File: config.mk
export PLATFORM = sky130hd
export DESIGN_NAME = instr_fetch_unit
export DESIGN_NICKNAME = d
export VERILOG_FILES = /design/src/rtl/instr_fetch_unit_pkg.sv /design/src/rtl/instr_fetch_unit_pc_reg.sv /design/src/rtl/instr_fetch_unit.sv
export SDC_FILE = /design/constraint.sdc
export NUM_CORES = 1
export LEC_CHECK = 0
export ABC_AREA = 1
export BUFFER_PORTS_ARGS = -buffer_cell sky130_fd_sc_hd__buf_2
export CORE_MARGIN = 4
export CORE_UTILIZATION = 47
export CTS_CLUSTER_DIAMETER = 30
export DETAILED_ROUTE_END_ITERATION = 10
export PLACE_DENSITY = 0.84
export RECOVER_POWER = 50
export SYNTH_ARGS = -nofsm -noshare
export SYNTH_HDL_FRONTEND = slang
export SYNTH_SLANG_ARGS = --single-unit
File: constraint.sdc
create_clock -name clk -period 4.2 [get_ports clk]
set_input_delay 0.42 -clock clk [delete_from_list [all_inputs] [get_ports clk]]
set_output_delay 0.42 -clock clk [all_outputs]
set_load 0.05 [all_outputs]
File: src/rtl/instr_fetch_unit_pkg.sv
// Shared definitions for the instruction fetch unit: opcode width and fetch FSM state encodings.
package instr_fetch_unit_pkg;

    localparam int INSTR_OPCODE_WIDTH = 7;

    typedef enum logic [1:0] {
        FETCH_STATE_IDLE = 2'd0,
        FETCH_STATE_REQ  = 2'd1,
        FETCH_STATE_WAIT = 2'd2,
        FETCH_STATE_DONE = 2'd3
    } fetch_state_e;

endpackage

File: src/rtl/instr_fetch_unit_pc_reg.sv
// Program counter register; misaligned writes are dropped and latch a sticky fault.
module pc_reg #(
    parameter int              XLEN         = 32,
    parameter logic [XLEN-1:0] RESET_VECTOR = '0
) (
    input  logic            clk,
    input  logic            rst,
    input  logic            PCWrite,
    input  logic [XLEN-1:0] pcNext,
    output logic [XLEN-1:0] pc,
    output logic            misalignFault
);

    always_ff @(posedge clk or posedge rst) begin
        if (rst) begin
            pc            <= RESET_VECTOR;
            misalignFault <= 1'b0;
        end else if (PCWrite) begin
            if (pcNext[1:0] == 2'b00) begin
                pc <= pcNext;
            end else begin
                misalignFault <= 1'b1;
            end
        end
    end

endmodule

File: src/rtl/instr_fetch_unit.sv
// Instruction fetch unit: single-outstanding fetch FSM, instruction register and PC.
//   state | meaning
//   IDLE  | waiting for fetchStart; captures pc as the fetch address
//   REQ   | imemReqValid high with stable address until imemReqReady
//   WAIT  | request accepted; waiting for imemRspValid to load IR
//   DONE  | IR holds the new instruction; fetchDone pulses for one cycle
module instr_fetch_unit
    import instr_fetch_unit_pkg::*;
#(
    parameter int              XLEN         = 32,
    parameter logic [XLEN-1:0] RESET_VECTOR = '0
) (
    input  logic                          clk,
    input  logic                          rst,
    input  logic                          fetchStart,
    input  logic                          PCWrite,
    input  logic [XLEN-1:0]               pcNext,
    output logic                          imemReqValid,
    input  logic                          imemReqReady,
    output logic [XLEN-1:0]               imemAddr,
    input  logic                          imemRspValid,
    input  logic [XLEN-1:0]               imemRspData,
    output logic [XLEN-1:0]               pc,
    output logic [XLEN-1:0]               instr,
    output logic [INSTR_OPCODE_WIDTH-1:0] opCode,
    output logic                          fetchDone,
    output logic                          misalignFault
);

    fetch_state_e    state;
    fetch_state_e    state_next;
    logic [XLEN-1:0] fetch_addr;
    logic [XLEN-1:0] ir;

    pc_reg #(
        .XLEN         (XLEN),
        .RESET_VECTOR (RESET_VECTOR)
    ) u_pc_reg (
        .clk           (clk),
        .rst           (rst),
        .PCWrite       (PCWrite),
        .pcNext        (pcNext),
        .pc            (pc),
        .misalignFault (misalignFault)
    );

    always_ff @(posedge clk or posedge rst) begin
        if (rst) begin
            state      <= FETCH_STATE_IDLE;
            fetch_addr <= RESET_VECTOR;
            ir         <= '0;
        end else begin
            state <= state_next;
            // fetch_addr samples the pc before any same-cycle PCWrite lands
            if (state == FETCH_STATE_IDLE && fetchStart) begin
                fetch_addr <= pc;
            end
            if (state == FETCH_STATE_WAIT && imemRspValid) begin
                ir <= imemRspData;
            end
        end
    end

    always_comb begin
        state_next   = state;
        imemReqValid = 1'b0;
        fetchDone    = 1'b0;
        case (state)
            FETCH_STATE_IDLE: begin
                if (fetchStart) state_next = FETCH_STATE_REQ;
            end
            FETCH_STATE_REQ: begin
                imemReqValid = 1'b1;
                if (imemReqReady) state_next = FETCH_STATE_WAIT;
            end
            FETCH_STATE_WAIT: begin
                if (imemRspValid) state_next = FETCH_STATE_DONE;
            end
            FETCH_STATE_DONE: begin
                fetchDone  = 1'b1;
                state_next = FETCH_STATE_IDLE;
            end
            default: state_next = FETCH_STATE_IDLE;
        endcase
    end

    assign imemAddr = fetch_addr;
    assign instr    = ir;
    assign opCode   = ir[INSTR_OPCODE_WIDTH-1:0];

endmodule

# --- Yosys cells after proc, flatten, opt, wreduce, memory -nomap -nowiden ---
# Cells that the tools add are included.
classes:
  addsub: 0
  n_mul: 0
  div: 0
  n_lt_le_gt_ge: 0
  n_eq_ne: 6
  shift: 0
  muxes: 6
  n_bitwise: 1
  n_reduce_logical: 7
op_table:
  columns: ["op", "n"]
  rows:
  - ["$pmux 2 s4", 1]
  - ["$mux 2", 3]
  - ["$ne 2x2->1 const B", 3]
  - ["$eq 2x2->1 const B", 2]
  - ["$logic_not 2->1", 2]
  - ["$reduce_and 2->1", 2]
  - ["$reduce_and 3->1", 1]
  - ["$eq 2x1->1 const B", 1]
  - ["$logic_and 1x1->1", 2]
  - ["$mux 1", 2]
  - ["$not 1->1", 1]
totals:
  register_bits: 99
  latchBits: 0
  mem_bits_rw: 0
  romBits: 0
  in_bits: 70
  output_inout_bits: 106
  wordCells: 25
  memories: 0

# --- Longest topological paths before layout ---
depth:
  ltp_word: 3
  ltp_mapped: 7
  depth_no_buf: 6

# --- Modules after synthesis ---
# From an unflattened synthesis, not the netlist that was laid out.
unflattened:
  cells_unflattened: 454
  hier_area_um2: 4237.8
by_module_without_submodules:
  columns: ["mod", "instances", "cells_each", "area_each_um2", "seq_area_each_um2"]
  rows:
  - ["instr_fetch_unit", 1, 312, 2914.0, 1651.6]
  - ["pc_reg", 1, 142, 1323.8, 825.8]

# --- Worst setup path before layout ---
# Ideal clock, no wire load.
synth_timing:
  path_kind: "reg2reg"
  from: "register state[1]"
  to: "register state[0]"
  setup_time_ns: 0.065
  arrival_ns: 1.295
  required_ns: 4.135
  path_slack_ns: 2.840
  path_stages_with_launch: 7
  path_buffers: 0
  synth_period_minus_slack_ns: 1.360
  cell_sequence: "dfrtp_1 -> inv_1 -> ha_1 -> nand2_1 -> nand3_1 -> nand2_1 -> nand2_1"
synth_via:
  elab_chain_cells: 3
  word_cells_on_any_way: 9
  cone_classes: "eq/ne: 6; mux: 1; reduce/logical: 2"
synth_lines:
  columns: ["element", "line", "source"]
  rows:
  - ["start, declared", "instr_fetch_unit.sv:30", "fetch_state_e state;"]
  - ["start signal, assigned", "instr_fetch_unit.sv:53", "state <= state_next;"]
  - ["$eq 2x2->1, or another cell as far along", "instr_fetch_unit.sv:68", "case (state)"]
  - ["$ne 2x2->1 (no source line)", null, null]
  - ["$reduce_and 3->1 (no source line)", null, null]
# Parallel ways exist; a longest one is shown, timed or not.
# A chain may end at the register's enable or synchronous reset.

==> impl_metrics.csv <==
group,metric,value,unit
synthesis,synth-seq-cells,99,
place,place.gp.congestion,0.819,
worst_hold_path,hold_path.class,"in2reg",
worst_setup_path,startpoint,"rst",
finish,final_nets,676,
worst_setup_path,reg2reg_depth,5,
clock_tree,cts_buffer_depth,2,
power,clockPowerShare,0.135,
worst_setup_path,r2r-start,"state[1]",
worst_setup_path,cp.depth,3,
clock_tree,insertion_delay,0.36,ns
die,io_pins,176,
timing,skew,0.0173,ns
drt,drt_iter0_markers,182,
clock_tree,htreeDepth,3,
timing,fin_crit,2.23,ns
timing,final-max-slew-violation-count,65,
synthesis,synth_cell_types,15,
timing,slew_headroom,-0.807,
worst_setup_path,critPathCaptureType,"asynchronous set/reset pin",
clock_tree,cts_hold_buf,0,
power,internal_power,0.00198,W
timing,fmax,0.448,GHz
finish,nFillCells,761,
finish,syn_to_final_growth,23.2,%
power,power.switching,0.00244,W
synthesis,syn_area,4020,um2
finish,drive_gt1_frac,0.242,
drt,routed_wl,10.2,mm
global_route,antenna_found_initial,0,
timing,setup_viol,0,
timing,finalWorstSetupSlack,1.97,ns
worst_setup_path,path_buf_inv,3,
synthesis,synthCells,448,
drt,drtPass1Iterations,4,
worst_setup_path,worstReg2RegEnd,"imemAddr[0]",
timing,tns,0,ns
global_route,grt_start_max_net_pins,65,
worst_setup_path,endpoint,"u_pc_reg.pc[23]",
worst_setup_path,max_stage_delay,1.51,ns
global_route,grt_use_met2,0.316,
worst_setup_path,cp.arrival,2.72,ns
finish,instances_no_fill,712,
clock_tree,tritoncts,"yes",
power,power_density,894,nW/um2
clock_tree,cts_buffers,9,
timing,final.period_utilization,0.531,
synthesis,yosysWarnings,0,
die,fp.dieH,100,um
place,pre_cts_ws,2.26,ns
place,dp_hpwl,7.25,mm
timing,tightest_slew,2.70,ns
global_route,overflow,0,
global_route,met1_usage,0.289,
drt,num_vias,3474,
power,power_switching_share,0.552,
finish,antenna_cells,0,
global_route,grt_pass1_wl,16.5,mm
worst_setup_path,r2r_slack,2.27,ns
outcome,violations,"capacitance limit, slew limit",
place,dpl.cell_count,696,
global_route,track_usage,0.205,
die,fp.coreArea,8260,um2
worst_setup_path,worstPathMaxFanout,64,
outcome,status,"finished with violations",
die,die-width,100,um
drt,route.detailed.drc,0,
power,p_leak,2.83,nW
timing,rsz0062_at_grt,"false",
worst_setup_path,cp_cell_sequence,"buf_2 > clkinvlp_2 > buf_4",
clock_tree,post_cts_resized,0,
worst_setup_path,critPathRequiredTime,4.69,ns
global_route,grt_pass1_vias,3282,
drt,via_per_inst,4.88,
clock_tree,post-cts-setup-buffer-count,0,
power,seq_power_share,0.342,
place,portBuffers,175,
synthesis,syn_nets,522,
die,initial_core_util,0.487,
synthesis,yosysSeqAreaShare,0.617,
synthesis,postSynthAreaPerCell,8.97,um2
power,peakVddDrop,444,uV
power,power.share.combinational,0.524,
clock_tree,root_buffer,"clkbuf_8",
worst_setup_path,crit_family,"buffers and inverters",
die,rows,33,
drt,antenna_left,0,
timing,finalHoldViolCount,0,
clock_tree,cts.clk_slew.worst_paths,0.10,ns
worst_setup_path,crit_path_start_kind,"input port",
die,die_area,10100,um2
clock_tree,cts_sinks,99,
global_route,busiest_layer,"met2",
drt,post_drt_wl_per_cell,14.4,um
global_route,use_met3,0.0609,
worst_setup_path,crit_slowest_cell,"clkinvlp_2",
timing,fin_hold_ws,0.245,ns
worst_hold_path,hold_path.startpoint,"pcNext[5]",
worst_setup_path,worstSetupPathType,"in2async",
run,cap_violations,1,
[logic make-up (layout without fill, tap and decap cells)]
kind of cell    Yosys count  count (layout)  share of synthesized area
fa+ha+maj                 4               4                     0.0125
buf+inv                  47             206                     0.0676
flops                    99              99                      0.617
simple gates            295             295                      0.299
compound gates            3               3                    0.00436
[cell type report]
| type | count | area, um2 | share of cell area |
|---|---|---|---|
| Tap cell | 105 | 131 | 0.0265 |
| Inverter | 12 | 46.3 | 0.00935 |
| Sequential cell | 99 | 2480 | 0.501 |
| Clock buffer | 10 | 128 | 0.0258 |
| Multi-Input combinational cell | 302 | 1270 | 0.256 |
| Clock inverter | 6 | 65.1 | 0.0131 |
| Timing Repair Buffer | 178 | 833 | 0.168 |
[power by group through the flow]
stage | Clock [W] | Combinational (W) | Sequential [W]
finish | 0.000596 | 0.00232 | 0.00151
global route | 0.000657 | 0.00248 | 0.00155
CTS | 0.000617 | 0.00240 | 0.00150
detailed placement | 0 | 0.00240 | 0.00152
global placement | 0 | 0.00237 | 0.00150
floorplan | 0 | 0.000735 | 0.00266
[metrics by stage]
stage | instance area, um2 | power (W) | utilization
after floorplan | 4020 | 0.00339 | -
after global placement | 4820 | 0.00387 | 0.584
after detailed placement | 4820 | 0.00392 | 0.584
after CTS | 5020 | 0.00452 | 0.607
after global routing | 4950 | 0.00468 | 0.599
final | 4950 | 0.00442 | 0.599
[cells in the mapped netlist]
cell | count | area (um2)
nand2_1 | 224 | 841
dfrtp_1 | 99 | 2480
nand3_1 | 63 | 315
buf_2 | 19 | 95.1
buf_4 | 13 | 97.6
inv_1 | 11 | 41.3
ha_1 | 4 | 50.1
buf_6 | 3 | 33.8
nand2_2 | 3 | 18.8
nand4_1 | 2 | 12.5
nor2_1 | 2 | 7.51
o21ai_0 | 2 | 10.0
inv_2 | 1 | 3.75
nor2_2 | 1 | 6.26
o21bai_1 | 1 | 7.51
[worst min path at each step]
stage	slack, ns	to	cells after the start
floorplan	0.50	state[1]	2
global placement	0.45	imemAddr[4]	2
detailed placement	0.45	imemAddr[18]	2
CTS	0.22	instr[19]	2
global route	0.23	u_pc_reg.pc[4]	3
finish	0.24	u_pc_reg.pc[5]	3
[worst reg2reg max path, delay by kind of cell (launching register included)]
kind | cells | cell delay, ns
AND/OR/NAND/NOR | 1 | 0.50
buffers and inverters | 2 | 0.44
flip-flops | 1 | 0.42
AO/OA/AOI/OAI | 1 | 0.34
adder cells (fa/ha/maj) | 1 | 0.15
[per-layer routing]
metal  wire [um]  vias to the layer above
met1        4330                     1599
li1            -                     1694
met3        1150                        8
met2        4670                      173
met4          79                        0
met5           0                        -
[cells in the final DEF (no fill, tap or decap)]
cell and count:
inv_6 1, clkbuf_8 9, ha_1 4, clkinv_4 1, clkinvlp_4 1, nand3_1 63
clkinvlp_2 1, inv_1 10, nand4_1 2, buf_4 3, nand2_2 3, bufinv_16 1
o21ai_0 2, o21bai_1 1, nor2_2 1, dfrtp_1 99, nor2_1 2, nand2_1 224
inv_2 1, clkinv_2 2, buf_2 123, clkbuf_1 53
(Power assumes the default switching activity.)
